<file path="src/rtl/motor_ramp_sequencer.sv">
// Duty-cycle slew sequencer between the IR command controller and the motor PWM.
// Ramps toward a latched target, brakes and holds a dead time before a reversal.
module motor_ramp_sequencer #(
   parameter int unsigned clk_hz     = 25_000_000,
   parameter int unsigned ramp_hz    = 1000,
   parameter int unsigned ramp_step  = 4,
   parameter int unsigned dead_ticks = 50
) (
   input  logic       clk,
   input  logic       rst_n,
   input  logic       tgt_valid,
   output logic       tgt_ready,
   input  logic [7:0] tgt_dc,
   input  logic       tgt_dir,
   input  logic       estop,
   output logic [7:0] motor_dc,
   output logic       direction,
   output logic       busy,
   output logic       at_target
);

   localparam int unsigned tick_div  = clk_hz / ramp_hz;
   localparam int unsigned pre_w     = (tick_div > 1) ? $clog2(tick_div) : 1;
   localparam int unsigned dead_w    = (dead_ticks > 1) ? $clog2(dead_ticks + 1) : 1;
   localparam logic [pre_w-1:0]  pre_top   = pre_w'(tick_div - 1);
   localparam logic [dead_w-1:0] dead_last = dead_w'(dead_ticks - 1);
   localparam logic [8:0]        step9     = 9'(ramp_step);
   localparam logic [7:0]        step8     = 8'(ramp_step);

   typedef enum logic [1:0] {
      HOLD  = 2'd0,
      RAMP  = 2'd1,
      BRAKE = 2'd2,
      DEAD  = 2'd3
   } state_t;

   state_t            state_q, state_d;
   logic [pre_w-1:0]  pre_cnt;
   logic [dead_w-1:0] dead_cnt, dead_d;
   logic [7:0]        tgt_dc_q;
   logic              tgt_dir_q;
   logic [7:0]        dc_d;
   logic              dir_d;
   logic              tick;
   logic              accept;
   logic              stop_now;
   logic [8:0]        diff9;
   logic [7:0]        ramp_dc;
   logic [7:0]        brake_dc;

   // Free-running ramp prescaler, independent of the sequencer state.
   // NOTE: sequential state is updated only with non-blocking assignments so every
   // register samples pre-edge values regardless of process evaluation order.
   always_ff @(posedge clk or negedge rst_n) begin
      if (!rst_n) begin
         pre_cnt <= '0;
      end else if (pre_cnt == pre_top) begin
         pre_cnt <= '0;
      end else begin
         pre_cnt <= pre_cnt + 1'b1;
      end
   end

   assign tick      = (pre_cnt == pre_top);
   assign tgt_ready = (state_q == HOLD) || (state_q == RAMP);
   assign accept    = tgt_valid && tgt_ready;
   assign stop_now  = estop && direction;
   assign busy      = (state_q != HOLD);
   assign at_target = (state_q == HOLD) && (motor_dc == tgt_dc_q) && (direction == tgt_dir_q);

   // Distance to target in 9 bits; a step that would overshoot loads the target exactly.
   always_comb begin
      if (tgt_dc_q >= motor_dc) begin
         diff9 = {1'b0, tgt_dc_q} - {1'b0, motor_dc};
      end else begin
         diff9 = {1'b0, motor_dc} - {1'b0, tgt_dc_q};
      end
      if (diff9 <= step9) begin
         ramp_dc = tgt_dc_q;
      end else if (tgt_dc_q > motor_dc) begin
         ramp_dc = motor_dc + step8;
      end else begin
         ramp_dc = motor_dc - step8;
      end
      brake_dc = ({1'b0, motor_dc} <= step9) ? 8'd0 : motor_dc - step8;
   end

   // NOTE: every output of this block gets a default first, so no path leaves a
   // variable unassigned and no latch is inferred.
   always_comb begin
      state_d = state_q;
      dc_d    = motor_dc;
      dir_d   = direction;
      dead_d  = dead_cnt;
      unique case (state_q)
         HOLD: begin
            if (tgt_dir_q != direction) begin
               if (motor_dc == 8'd0) begin
                  state_d = DEAD;
                  dead_d  = '0;
               end else begin
                  state_d = BRAKE;
               end
            end else if (tgt_dc_q != motor_dc) begin
               state_d = RAMP;
            end
         end
         RAMP: begin
            if (tgt_dir_q != direction) begin
               state_d = BRAKE;
            end else if (motor_dc == tgt_dc_q) begin
               state_d = HOLD;
            end else if (tick) begin
               dc_d = ramp_dc;
            end
         end
         BRAKE: begin
            if (motor_dc == 8'd0) begin
               state_d = DEAD;
               dead_d  = '0;
            end else if (tick) begin
               dc_d = brake_dc;
            end
         end
         DEAD: begin
            if (tick) begin
               if (dead_cnt == dead_last) begin
                  dir_d   = tgt_dir_q;
                  dead_d  = '0;
                  state_d = (tgt_dc_q == 8'd0) ? HOLD : RAMP;
               end else begin
                  dead_d = dead_cnt + 1'b1;
               end
            end
         end
         default: state_d = HOLD;
      endcase
      // Obstruction ahead wins over everything while moving forward.
      if (stop_now) begin
         state_d = HOLD;
         dc_d    = 8'd0;
         dir_d   = direction;
      end
   end

   always_ff @(posedge clk or negedge rst_n) begin
      if (!rst_n) begin
         state_q   <= HOLD;
         motor_dc  <= 8'd0;
         direction <= 1'b1;
         dead_cnt  <= '0;
      end else begin
         state_q   <= state_d;
         motor_dc  <= dc_d;
         direction <= dir_d;
         dead_cnt  <= dead_d;
      end
   end

   // A target offered during an estop is handshaken but discarded.
   always_ff @(posedge clk or negedge rst_n) begin
      if (!rst_n) begin
         tgt_dc_q  <= 8'd0;
         tgt_dir_q <= 1'b1;
      end else if (stop_now) begin
         tgt_dc_q  <= 8'd0;
      end else if (accept) begin
         tgt_dc_q  <= tgt_dc;
         tgt_dir_q <= tgt_dir;
      end
   end

endmodule

</file>
<file path="config.mk">
export PLATFORM = sky130hd
export DESIGN_NAME = motor_ramp_sequencer
export DESIGN_NICKNAME = d
export VERILOG_FILES = /design/src/rtl/motor_ramp_sequencer.sv
export SDC_FILE = /design/constraint.sdc
export NUM_CORES = 1
export LEC_CHECK = 0
export CAP_MARGIN = 20
export CORE_ASPECT_RATIO = 0.6
export CORE_MARGIN = 2
export CORE_UTILIZATION = 50
export CTS_BUF_LIST = sky130_fd_sc_hd__clkbuf_8
export DETAILED_ROUTE_END_ITERATION = 10
export PLACE_DENSITY = 0.69
export SYNTH_ARGS = -nofsm -noshare
export SYNTH_HDL_FRONTEND = slang
export SYNTH_SLANG_ARGS = --single-unit
</file>
<file path="constraint.sdc">
create_clock -name clk -period 5.3 [get_ports clk]
set_input_delay 1.59 -clock clk [delete_from_list [all_inputs] [get_ports clk]]
set_output_delay 1.59 -clock clk [all_outputs]
set_load 0.01 [all_outputs]
</file>
== Word-level counts from Yosys, hierarchy flattened ==
Cells that the tools add are included.

* Flip-flop bits (word level): 41
* Input bits: 13
* Output and inout bits: 12
* Logic and storage cells: 86

* Add/sub/neg operators: 6
* Magnitude comparators: 4
* Equal/unequal tests: 21
* Multiplexer cells: 30
* Bitwise gates (word level): 1
* Reductions and logical operators: 17

{| class="wikitable"
|+ Operator list
! operator !! count
|-
| two-way mux 8 bit || 11
|-
| two-way mux 6 bit || 4
|-
| inequality test 3 bit (second input constant) || 8
|-
| one-hot mux 6 bit (3 select lines) || 1
|-
| subtractor 8 x 8 -> 9 bit || 2
|-
| zero test 8 bit || 2
|-
| two-way mux 2 bit || 8
|-
| one-hot mux 8 bit (2 select lines) || 1
|-
| adder 15 x 1 -> 15 bit (second input constant) || 1
|-
| == test 15 bit (second input constant) || 1
|-
| two-way mux 15 bit || 1
|-
| <= comparator 9 x 3 -> 1 bit (second input constant) || 1
|-
| two-way mux 9 bit || 1
|-
| adder 8 x 3 -> 8 bit (second input constant) || 1
|-
| == test 8 bit || 1
|-
| >= comparator 8 bit || 1
|-
| > comparator 8 bit || 1
|-
| <= comparator 8 x 3 -> 1 bit (second input constant) || 1
|-
| inequality test 4 x 2 -> 1 bit (second input constant) || 2
|-
| inequality test 8 bit || 1
|-
| one-hot mux 2 bit (4 select lines) || 1
|-
| subtractor 8 x 3 -> 8 bit (second input constant) || 1
|-
| adder 6 x 1 -> 6 bit (second input constant) || 1
|-
| == test 6 bit (second input constant) || 1
|-
| other kinds (18) || 25
|}

== Longest topological paths before layout ==
Gate-level depths: netlist of the first run.

* Depth in word-level cells: 9
* Depth in mapped cells: 12
* Mapped depth without buffers: 11

== Worst setup path before layout of the first run ==
Ideal clock, no wire load.

* Kind: register to output
* Start: register motor_dc[2]
* End: output at_target
* Arrival: 1,752 ps
* Required time: 3,710 ps
* Setup slack: 1,958 ps
* Stages on the path, launching flop included: 8
* Buffers on the path: 1
* Cell sequence: dfrtp_1 -> inv_1 -> ha_1 -> buf_2 -> nand3_1 -> nor3_1 -> nand2_1 -> nor3_1

* Cells in the longest elaborated chain, start to end: 3

{| class="wikitable"
|+ Ends and longest elaborated chain
! item !! line !! text
|-
| from (decl) || 16 || <nowiki>output logic [7:0] motor_dc,</nowiki>
|-
| from (signal assigned) || 149 || <nowiki>motor_dc <= 8'd0;</nowiki>
|-
| from (signal assigned) || 154 || <nowiki>motor_dc <= dc_d;</nowiki>
|-
| == test 8 bit || 69 || <nowiki>assign at_target = (state_q == HOLD) && (motor_dc == tgt_dc_q) && (direction == tgt_dir_q);</nowiki>
|-
| logical AND 1 bit (2 in series) || 69 ||
|-
| to (decl) || 19 || <nowiki>output logic at_target</nowiki>
|}

No other way between the ends.

== Worst setup path after layout of the first run ==
Same ends and word-level chain as after synthesis.

==> results by group, run 1 <==
Status
  – Status: finished clean

Final layout
  – # fillers: 558
  – Fin area: 0.00365 sq mm
  – N_diodes: 0
  – Area Overhead vs Synth: 12.3%
  – Final Non-Filler Cells: 496
  – Fin util: between 50% and 60%
  – Commonest non-fill, non-tap cells in the layout: nand2_1 (50), dfrtp_1 (39), a21oi_1 (34)
  – Final Net Count: 449
  – Ratio of cells with drive above 1 in the final layout: 7.52%
  – Most common cell after layout, fill and taps aside: nand2_1

Timing
  – Sum Neg Setup Slack: 0 ps
  – Count of pins over their slew limit: 0
  – F_max: 225 MHz
  – Count of final setup violators: 0
  – RSZ-0062 raised after global routing: no
  – Final Worst Setup Slack: 859 ps
  – Period minus WS final: 4440 ps
  – Slew margin rel.: 38.8%
  – Final critical-path share of the clock period: 83.8%
  – Clock Skews: 9.05 ps
  – Worst-Margin Slew: 918 ps
  – Hold_ws: between 500 and 600 ps
  – Final Hold Fails: 0

Clocking
  – Root Buffer: clkbuf_8
  – CTS sink cnt: 41
  – CTS H-tree depth: 2
  – Cts hold-fix bufs: 0
  – Cts repair resizes: 0
  – Clock Latency Late Sink: 300 ps
  – Postcts setup bufs: 0
  – Cts bufs inserted: 5
  – Clk buf depth: 2
  – CTS tree: done
  – Clock transition at the registers of the reported paths: approximately 90 ps

Power and ir drop
  – Psw: 0.809 mW
  – Pwr Total: about 1.8 mW
  – P_int: ~0.95 mW
  – Peak VDD IR: 251 uV
  – Sw Share: 46.1%
  – Clock power frac: 15.3%
  – Sequential Power Share: between 20% and 30%
  – Combinational power share: 60.4%
  – LEAKAGE: 1.58 nW
  – Pwr per Cell Area: just under 500 mW/mm^2

Logic synthesis
  – Async set or reset register ratio after synthesis: 100%
  – Seq cells post-synth: 41
  – Fraction of synthesized cell area in xor and xnor cells: 5.94%
  – Synthesized-area fraction occupied by adder cells: 10.1%
  – Synth Instances: between 300 and 400
  – Sequential area share after synthesis: 31.7%
  – YS warnings: 0
  – Multiplexer share of the synthesized area: just over 4%
  – EDFF count, synth: 0
  – Synth Area in Simple Gates: 23.6%
  – Synth Area in Compound Gates: 19.7%
  – Net count after synthesis: 430
  – Largest family of logic cells by synthesized area: simple AND/OR/NAND/NOR gates
  – Avg Cell Area, Syn: about 8.3 sq um
  – Synthesized area: 0.00325 sq mm
  – Predominant post-synthesis flop cell: dfrtp_1
  – Netlist cell types: 61

Critical path
  – CP Max Fanout: 12
  – Endpoint class of the critical path: output port
  – Buf/Inv on CP: 2
  – Worst Path Required: about 3700 ps
  – CP max-delay cell: clkdlybuf4s50_1
  – CP arrival: 2850 ps
  – Critical path type: reg -> out
  – Crit path largest cell delay: a little under 600 ps
  – Setup crit start kind: register
  – CP cell instances: inv_1, ha_1, nand3_1, nor3_1, nand2_1, nor3_1, clkdlybuf4s50_1
  – Cell family with most CP delay: buffers and inverters
  – Most frequent CP cell: nor3_1

Drt
  – Routed wire length: 8.42 mm
  – Post-route ant nets: 0
  – Via Count: 2947
  – First-pass DRT Iterations: 4
  – Vias per cell: roughly 5.9
  – DRC Markers: 0
  – WL/cell: 17.0 um
  – Starting DRC count in detailed routing: 225

Die
  – # IOs: 25
  – Starting Density: 52.4%
  – Site row count: 22
  – Core ar.: just over 0.006 sq mm
  – Die area: 0.00717 sq mm
  – Die height: 66.4 um
  – Die Span X: about 110 um

GRT
  – First-pass GRT wire length: between 10 and 15 mm
  – Vias in the first global route: 2699
  – Initial antenna violation count: 0
  – GRT Overall Usage: ~25%
  – Largest net degree at the start of global routing: 42
  – Grt ovf: 0

Placed design
  – Buffers on Ports: 24
  – Placed cell area: around 0.0035 sq mm
  – Placer Congestion: 0.950
  – Dpl cells: between 400 and 500
  – HPWL Detailed: 6.47 mm
  – Pre-CTS setup slack: 1220 ps

Hold path
  – Hold Path Class: reg -> reg

Flow run
  – Maximum Capacitance Violations: 0
## synth_stat cells (2+ instances only)
cell type,number,area (sq um)
nand2_1,50,188
dfrtp_1,39,976
a21oi_1,34,170
o21ai_0,29,145
inv_1,26,97.6
nor2_1,25,93.8
ha_1,23,288
nand3_1,16,80.1
xnor2_1,13,114
nor3_1,11,55.1
mux2i_1,10,100
xor2_1,9,78.8
nand4_1,8,50.1
clkbuf_1,7,26.3
nor2b_1,7,43.8
a21o_1,6,45.0
or3_1,6,37.5
o211ai_1,4,30.0
or2_2,4,25.0
a211oi_1,3,22.5
a31oi_1,3,18.8
and2_1,3,18.8
buf_2,3,15.0
mux2_2,3,33.8
nor4_1,3,18.8
a2111oi_2,2,30.0
and3_1,2,12.5
and3_2,2,15.0
and4_1,2,17.5
dfstp_2,2,52.6
fa_1,2,40.0
nand2b_1,2,12.5
nor3b_1,2,15.0
o21ai_1,2,10.0
o21ai_2,2,17.5
or4_1,2,15.0
## path summary, 6_finish.rpt
path	start	endpoint	slack [ps]	cells past startpoint
setup / recovery	motor_dc[2]$_DFFE_PN0P_	at_target	860	7
hold / removal	pre_cnt[0]$_DFF_PN0_	pre_cnt[0]$_DFF_PN0_	500	1
setup reg to reg	motor_dc[2]$_DFFE_PN0P_	motor_dc[0]$_DFFE_PN0P_	1710	10
hold reg to reg	pre_cnt[0]$_DFF_PN0_	pre_cnt[0]$_DFF_PN0_	500	1
max in group asynchronous	rst_n	motor_dc[6]$_DFFE_PN0P_	3300	1
min in group asynchronous	rst_n	motor_dc[1]$_DFFE_PN0P_	1410	1
## state kept, by name, summed over array words and instances (netlist names)
register	count
dead_cnt	6
direction	1
motor_dc	8
pre_cnt	15
state_q	2
tgt_dc_q	8
tgt_dir_q	1
## power groups by stage
stage          Combinational (mW)  Sequential [mW]  Clock (mW)
5_1_grt                      1.17            0.434       0.287
6_report                     1.06            0.425       0.269
2_1_floorplan               0.783            0.414           0
4_1_cts                      1.04            0.424       0.274
3_3_place_gp                 1.03            0.425           0
3_5_place_dp                 1.03            0.430           0
## per-layer routing
| metal | part of all wire (%) | vias to the layer above | wire, um | global-route usage [%] |
|---|---|---|---|---|
| met4 | 0.50 | 0 | 42 | 4.33 |
| met1 | 56 | 1420 | 4700 | 41.5 |
| met3 | 6.6 | 6 | 555 | 4.83 |
| met5 | 0 | - | 0 | 0 |
| met2 | 37 | 85 | 3130 | 34.0 |
| li1 | - | 1436 | - | - |
## worst reg2reg max path: stages (launching register included)
cell       delay, ps
dfrtp_1          540
inv_1            170
ha_1             460
and3_2           280
o21a_1           160
o311a_1          360
nand4bb_1        220
a2111oi_2        550
o21ai_2          310
mux2_2           340
o21ai_1          120
## logic make-up (layout without fill, tap and decap cells)
group / count (synthesis) / in the layout
flip-flops: 41 / 41
AND/OR/NAND/NOR: 151 / 151
adder cells (fa/ha/maj): 25 / 25
XOR/XNOR: 22 / 22
multiplexers: 13 / 13
AO/OA/AOI/OAI: 102 / 102
buffers and inverters: 38 / 58
## area by class of cell
class / count / area (sq um) / share of cell area, %
multi-input combinational: 313 / 2060 / 56.5
inverter: 26 / 97.6 / 2.68
tap: 84 / 105 / 2.88
clock inverter: 2 / 37.5 / 1.03
timing repair buffer: 24 / 235 / 6.45
sequential: 41 / 1030 / 28.2
clock buffer: 6 / 82.6 / 2.26
Power figures use the tool's default switching activity.
==> run 2, diff against run 1 <==
==> constraint.sdc (replaced) <==
create_clock -name clk -period 4.4 [get_ports clk]
set_input_delay 1.32 -clock clk [delete_from_list [all_inputs] [get_ports clk]]
set_output_delay 1.32 -clock clk [all_outputs]
set_load 0.01 [all_outputs]
==> run 2 against run 1 <==
Setup slack worse by 550 ps. Critical path depth did not move. Clock power increased by 9.7%. Combinational power up 24%. Sequential power increased by 18%. Final area about the same. Global-route usage shrank 0.37 points. Via count shrank 1.8%.
==> results by group, run 2 (synthesis results as in run 1) <==
GRT
  – Vias in the first global route: 2624 (-2.8%)
  – Grt ovf: 0 (unchanged)
  – First-pass GRT wire length: 13.7 mm (-1.7%)
  – Initial antenna violation count: 0 (unchanged)
  – GRT Overall Usage: 25.0% (-0.37 points)
  – Largest net degree at the start of global routing: 42 (unchanged)

Timing
  – RSZ-0062 raised after global routing: no
  – F_max: roughly 240 MHz
  – Sum Neg Setup Slack: 0 ps (unchanged)
  – Final Worst Setup Slack: 314 ps (-545 ps)
  – Slew margin rel.: 38.9% (+0.15 points)
  – Period minus WS final: 4090 ps
  – Worst-Margin Slew: 916 ps (-2.32 ps)
  – Clock Skews: 12.8 ps (+3.74 ps)
  – Count of final setup violators: 0 (unchanged)
  – Count of pins over their slew limit: 0 (unchanged)
  – Final critical-path share of the clock period: 92.9%
  – Final Hold Fails: 0 (unchanged)
  – Hold_ws: 494 ps (-9.79 ps)

Flow run
  – Maximum Capacitance Violations: 0 (unchanged)

Hold path
  – Hold Path Sink: pre_cnt[0]$_DFF_PN0_
  – Hold Path Class: reg -> reg
  – Min-delay src: pre_cnt[0]$_DFF_PN0_
  – Worst hold stages: 1 (unchanged)

Drt
  – Routed wire length: 8.26 mm (-2.0%)
  – Vias per cell: 5.82 (-2.0%)
  – WL/cell: 16.6 um (-2.2%)
  – DRC Markers: 0 (unchanged)
  – Post-route ant nets: 0 (unchanged)
  – Starting DRC count in detailed routing: 233 (+3.6%)
  – First-pass DRT Iterations: 5 (+1)
  – Via Count: 2894 (-1.8%)

Clocking
  – CTS sink cnt: 41 (unchanged)
  – Cts repair resizes: 0 (unchanged)
  – Root Buffer: clkbuf_8
  – Clock Latency Late Sink: 290 ps (about the same)
  – Postcts setup bufs: 0 (unchanged)
  – Clock transition at the registers of the reported paths: 80 ps (about the same)
  – Cts hold-fix bufs: 0 (unchanged)
  – CTS H-tree depth: 2 (unchanged)
  – Clk buf depth: 2 (unchanged)
  – Cts bufs inserted: 5 (unchanged)
  – CTS tree: done

Power and ir drop
  – P_int: 1.14 mW (+20%)
  – Psw: 0.970 mW (+20%)
  – LEAKAGE: 1.59 nW (+0.39%)
  – Clock power frac: 14.0% (-1.3 points)
  – Combinational power share: 62.3% (+1.9 points)
  – Pwr per Cell Area: 579 mW/mm^2 (+20%)
  – Sequential Power Share: 23.7% (-0.5 points)
  – Peak VDD IR: 276 uV (+10%)
  – Sw Share: 46.0% (-0.12 points)

Die
  – Die area: 0.00717 sq mm (unchanged)
  – # IOs: 25 (unchanged)
  – Core ar.: 0.00619 sq mm (unchanged)
  – Die height: 66.4 um (unchanged)
  – Starting Density: 52.4% (unchanged)
  – Site row count: 22 (unchanged)
  – Die Span X: 108 um (unchanged)

Critical path
  – Setup crit start kind: register
  – Endpoint class of the critical path: output port
  – R2r setup slk: 960 ps (-750 ps)
  – CP Max Fanout: 12 (unchanged)
  – CP cell instances: inv_1, ha_1, nand3_1, nor3_1, nand2_1, nor3_1, clkdlybuf4s50_1
  – Critical path origin: motor_dc[4]$_DFFE_PN0P_
  – CP arrival: 2770 ps (-80 ps)
  – Critical path type: reg -> out
  – Worst r2r src: motor_dc[4]$_DFFE_PN0P_
  – Worst Path Required: 3080 ps (-630 ps)
  – Worst r2r dst: motor_dc[1]$_DFFE_PN0P_
  – CP max-delay cell: clkdlybuf4s50_1
  – Crit path largest cell delay: 560 ps (-30 ps)
  – Reg2reg path depth: 10 (unchanged)
  – Most frequent CP cell: nor3_1

Final layout
  – Top reg by flops: pre_cnt
  – N_diodes: 0 (unchanged)
  – Fin util: 58.8% (about the same)
  – Ratio of cells with drive above 1 in the final layout: 7.75% (+0.22 points)
  – Most common cell after layout, fill and taps aside: nand2_1
  – Area Overhead vs Synth: 12.3% (about the same)
  – # fillers: 553 (-0.90%)
  – Max reg flops: 15 (unchanged)
  – Commonest non-fill, non-tap cells in the layout: nand2_1 (50), dfrtp_1 (39), a21oi_1 (34)
  – Regs by FF count: pre_cnt (15), motor_dc (8), tgt_dc_q (8)
  – Final Non-Filler Cells: 497 (+0.20%)
  – Final Net Count: 451 (+0.45%)

Placed design
  – Buffers on Ports: 24 (unchanged)
  – Dpl cells: 490 (+0.41%)
  – Pre-CTS setup slack: 639 ps (-577 ps)
  – HPWL Detailed: 6.39 mm (-1.3%)
  – Placer Congestion: 0.884 (-6.9%)

Status
  – Status: finished clean
## run 2: cell types whose count changed in the layout (fill, tap and decap cells not counted), sizes merged
| cell | previous run | this run |
|---|---|---|
| buf | 1 | 3 |
| clkinv | 0 | 1 |
| clkbuf | 6 | 5 |
| clkinvlp | 1 | 0 |
## run 2: layer usage
layer  vias up  part of all wire (%)  global-route usage [%]
met2        78                    38                    31.9
met4         0                  0.12                    2.40
met5         -                     0                       0
met1      1383                    56                    43.4
met3         2                   6.2                    3.84
li1       1431                     -                       -
## run 2: how the worst max path moves through the flow
stage / endpoint / depth (start not counted)
floorplan: at_target / 7
global placement: at_target / 7
detailed placement: at_target / 7
CTS: at_target / 7
global route: at_target / 7
finish: at_target / 7
## run 2: critical path: cells and delay by family (launching register included)
kind,cells,cell delay (ps)
and+or+nand+nor,4,720
buffers and inverters,2,720
adders and majority gates,1,530
DFF,1,500
## run 2: cell type report
type                    instances  area (sq um)  share of cell area (%)
repair buffers                 26           250                    6.87
clock inverters                 2          35.0                   0.961
well taps                      84           105                    2.88
flip-flops and latches         41          1030                    28.2
multi-input cells             313          2060                    56.5
clock buffers                   5          68.8                    1.89
inverters                      26          97.6                    2.68
## run 2: through the flow
stage	area, sq um	power [mW]
floorplan	3250	1.44
global placement	3540	1.77
detailed placement	3540	1.79
CTS	3640	2.09
global route	3640	2.28
finish	3640	2.11
## run 2: power by group through the flow
stage / clock network [mW] / registers, mW / logic, mW
after floorplan: 0 / 0.498 / 0.943
after global placement: 0 / 0.503 / 1.27
after detailed placement: 0 / 0.505 / 1.28
after CTS: 0.301 / 0.499 / 1.29
after global routing: 0.321 / 0.512 / 1.45
final: 0.295 / 0.500 / 1.31
==> run 3, diff against run 2 <==
--- a/config.mk
+++ b/config.mk
@@ -7,7 +7,7 @@
 export LEC_CHECK = 0
 export CAP_MARGIN = 20
 export CORE_ASPECT_RATIO = 0.6
-export CORE_MARGIN = 2
+export CORE_MARGIN = 1
 export CORE_UTILIZATION = 50
 export CTS_BUF_LIST = sky130_fd_sc_hd__clkbuf_8
 export DETAILED_ROUTE_END_ITERATION = 10
==> run 3 against run 2 <==
Die area decreased by 4.8%. Sequential cell count unchanged. Via count increased by 2.3%. Setup slack got worse by 58 ps. Worst hold slack got worse by 7.3 ps. Core utilization unchanged. Critical path type unchanged. Largest power group unchanged. Critical endpoint unchanged. Cell count unchanged. Sequential power about the same. Total power increased by 0.94%. First-iteration DRC count increased by 57%.
==> results by group, run 3 (synthesis results as in run 1) <==
Status
  – Status: finished clean

Flow run
  – Maximum Capacitance Violations: 0 (unchanged)

Timing
  – Hold_ws: 487 ps (-7.28 ps)
  – Worst-Margin Slew: 937 ps (+21.0 ps)
  – Clock Skews: 12.0 ps (-0.773 ps)
  – Count of pins over their slew limit: 0 (unchanged)
  – RSZ-0062 raised after global routing: no
  – Slew margin rel.: 37.5% (-1.4 points)
  – F_max: 241 MHz (-1.4%)
  – Sum Neg Setup Slack: 0 ps (unchanged)
  – Final critical-path share of the clock period: 94.2% (+1.3 points)
  – Count of final setup violators: 0 (unchanged)
  – Period minus WS final: 4140 ps (+58.1 ps)
  – Final Hold Fails: 0 (unchanged)

Final layout
  – Area Overhead vs Synth: 12.3% (unchanged)
  – Ratio of cells with drive above 1 in the final layout: 7.75% (unchanged)
  – Top reg by flops: pre_cnt
  – Regs by FF count: pre_cnt (15), motor_dc (8), tgt_dc_q (8)
  – Max reg flops: 15 (unchanged)
  – Fin util: 58.8% (unchanged)
  – Commonest non-fill, non-tap cells in the layout: nand2_1 (50), dfrtp_1 (39), a21oi_1 (34)
  – Most common cell after layout, fill and taps aside: nand2_1
  – N_diodes: 0 (unchanged)
  – Fin area: 0.00364 sq mm (unchanged)
  – Final Non-Filler Cells: 497 (unchanged)
  – Final Net Count: 451 (unchanged)

Hold path
  – Hold Path Class: reg -> reg

Clocking
  – Clk buf depth: 2 (unchanged)
  – Cts repair resizes: 0 (unchanged)
  – Clock Latency Late Sink: 290 ps (about the same)
  – CTS tree: done
  – Cts bufs inserted: 5 (unchanged)
  – Cts hold-fix bufs: 0 (unchanged)
  – Postcts setup bufs: 0 (unchanged)
  – CTS H-tree depth: 2 (unchanged)
  – Clock transition at the registers of the reported paths: 90 ps (about the same)
  – CTS sink cnt: 41 (unchanged)
  – Root Buffer: clkbuf_8

Power and ir drop
  – P_int: 1.14 mW (+0.12%)
  – Sequential Power Share: 23.5% (-0.2 points)
  – Combinational power share: 62.3% (about the same)
  – Clock power frac: 14.2% (+0.2 points)
  – Peak VDD IR: 307 uV (+11%)
  – Pwr per Cell Area: 584 mW/mm^2 (+0.94%)
  – LEAKAGE: 1.59 nW (unchanged)
  – Sw Share: 46.4% (+0.44 points)
  – Psw: 0.988 mW (+1.9%)

Placed design
  – Placer Congestion: 0.959 (+8.5%)
  – Placed cell area: 0.00354 sq mm (unchanged)
  – Dpl cells: 490 (unchanged)
  – HPWL Detailed: 6.34 mm (-0.74%)
  – Buffers on Ports: 24 (unchanged)

Critical path
  – Critical path origin: motor_dc[4]$_DFFE_PN0P_
  – Worst Setup EP: at_target
  – R2r setup slk: 910 ps (-50 ps)
  – Worst r2r dst: motor_dc[0]$_DFFE_PN0P_
  – Setup crit start kind: register
  – Worst Path Required: 3080 ps (about the same)
  – Critical path type: reg -> out
  – Reg2reg path depth: 10 (unchanged)
  – Worst r2r src: motor_dc[4]$_DFFE_PN0P_
  – CP arrival: 2820 ps (+50 ps)
  – Endpoint class of the critical path: output port
  – CP Max Fanout: 12 (unchanged)

Drt
  – Post-route ant nets: 0 (unchanged)
  – Vias per cell: 5.96 (+2.3%)
  – Routed wire length: 8.30 mm (+0.57%)
  – WL/cell: 16.7 um (+0.57%)
  – DRC Markers: 0 (unchanged)
  – Starting DRC count in detailed routing: 365 (+57%)
  – First-pass DRT Iterations: 5 (unchanged)
  – Via Count: 2962 (+2.3%)

Die
  – Die height: 64.4 um (-3.0%)
  – Core ar.: 0.00619 sq mm (unchanged)
  – Site row count: 22 (unchanged)
  – Die Span X: 106 um (-1.9%)
  – Die area: 0.00683 sq mm (-4.8%)
  – Starting Density: 52.4% (unchanged)
  – # IOs: 25 (unchanged)

GRT
  – Vias in the first global route: 2686 (+2.4%)
  – Largest net degree at the start of global routing: 42 (unchanged)
  – First-pass GRT wire length: 13.9 mm (+1.4%)
  – Initial antenna violation count: 0 (unchanged)
  – GRT Overall Usage: 26.2% (+1.2 points)
  – Grt ovf: 0 (unchanged)
[run 3: cell counts in the layout (fill, tap and decap cells not counted)]
Identical to the previous run, type by type.
[run 3: cell type report]
cell class                      count  area, sq um
Sequential cell                    41         1030
Tap cell                           84          105
Multi-Input combinational cell    313         2060
Timing Repair Buffer               26          250
Fill cell                         567         2550
Clock buffer                        5         68.8
Inverter                           26         97.6
Clock inverter                      2         35.0
[run 3: per-stage QoR]
step                setup slack, ps  power, mW
detailed placement              624       1.79
CTS                             305       2.10
global placement                691       1.77
finish                          256       2.13
global route                   55.4       2.29
floorplan                      1330       1.44
[run 3: metal layers]
| metal | GRT usage [%] | routed length (um) |
|---|---|---|
| met4 | 2.08 | 10 |
| met2 | 33.2 | 3050 |
| met3 | 5.13 | 778 |
| met5 | 0 | 0 |
| met1 | 45.2 | 4460 |
[run 3: worst min-delay path by stage]
stage,cells after the start,slack (ps),start,end
6_report,1,490,pre_cnt[0]$_DFF_PN0_,pre_cnt[0]$_DFF_PN0_
3_3_place_gp,1,480,pre_cnt[0]$_DFF_PN0_,pre_cnt[0]$_DFF_PN0_
3_5_place_dp,1,470,pre_cnt[0]$_DFF_PN0_,pre_cnt[0]$_DFF_PN0_
4_1_cts,1,480,pre_cnt[0]$_DFF_PN0_,pre_cnt[0]$_DFF_PN0_
2_1_floorplan,1,440,pre_cnt[0]$_DFF_PN0_,pre_cnt[0]$_DFF_PN0_
5_1_grt,1,490,pre_cnt[0]$_DFF_PN0_,pre_cnt[0]$_DFF_PN0_
[run 3: power by group through the flow]
stage,Clock (mW),Sequential [mW],Combinational [mW]
2_1_floorplan,0,0.498,0.943
3_3_place_gp,0,0.503,1.27
3_5_place_dp,0,0.507,1.29
4_1_cts,0.304,0.500,1.30
5_1_grt,0.320,0.513,1.46
6_report,0.303,0.501,1.33
[run 3: worst max-delay path, stage by stage (launching register included)]
cell and delay [ps]:
dfrtp_1 500, inv_1 150, ha_1 540, nand3_1 180, nor3_1 300, nand2_1 100, nor3_1 200, clkdlybuf4s50_1 570
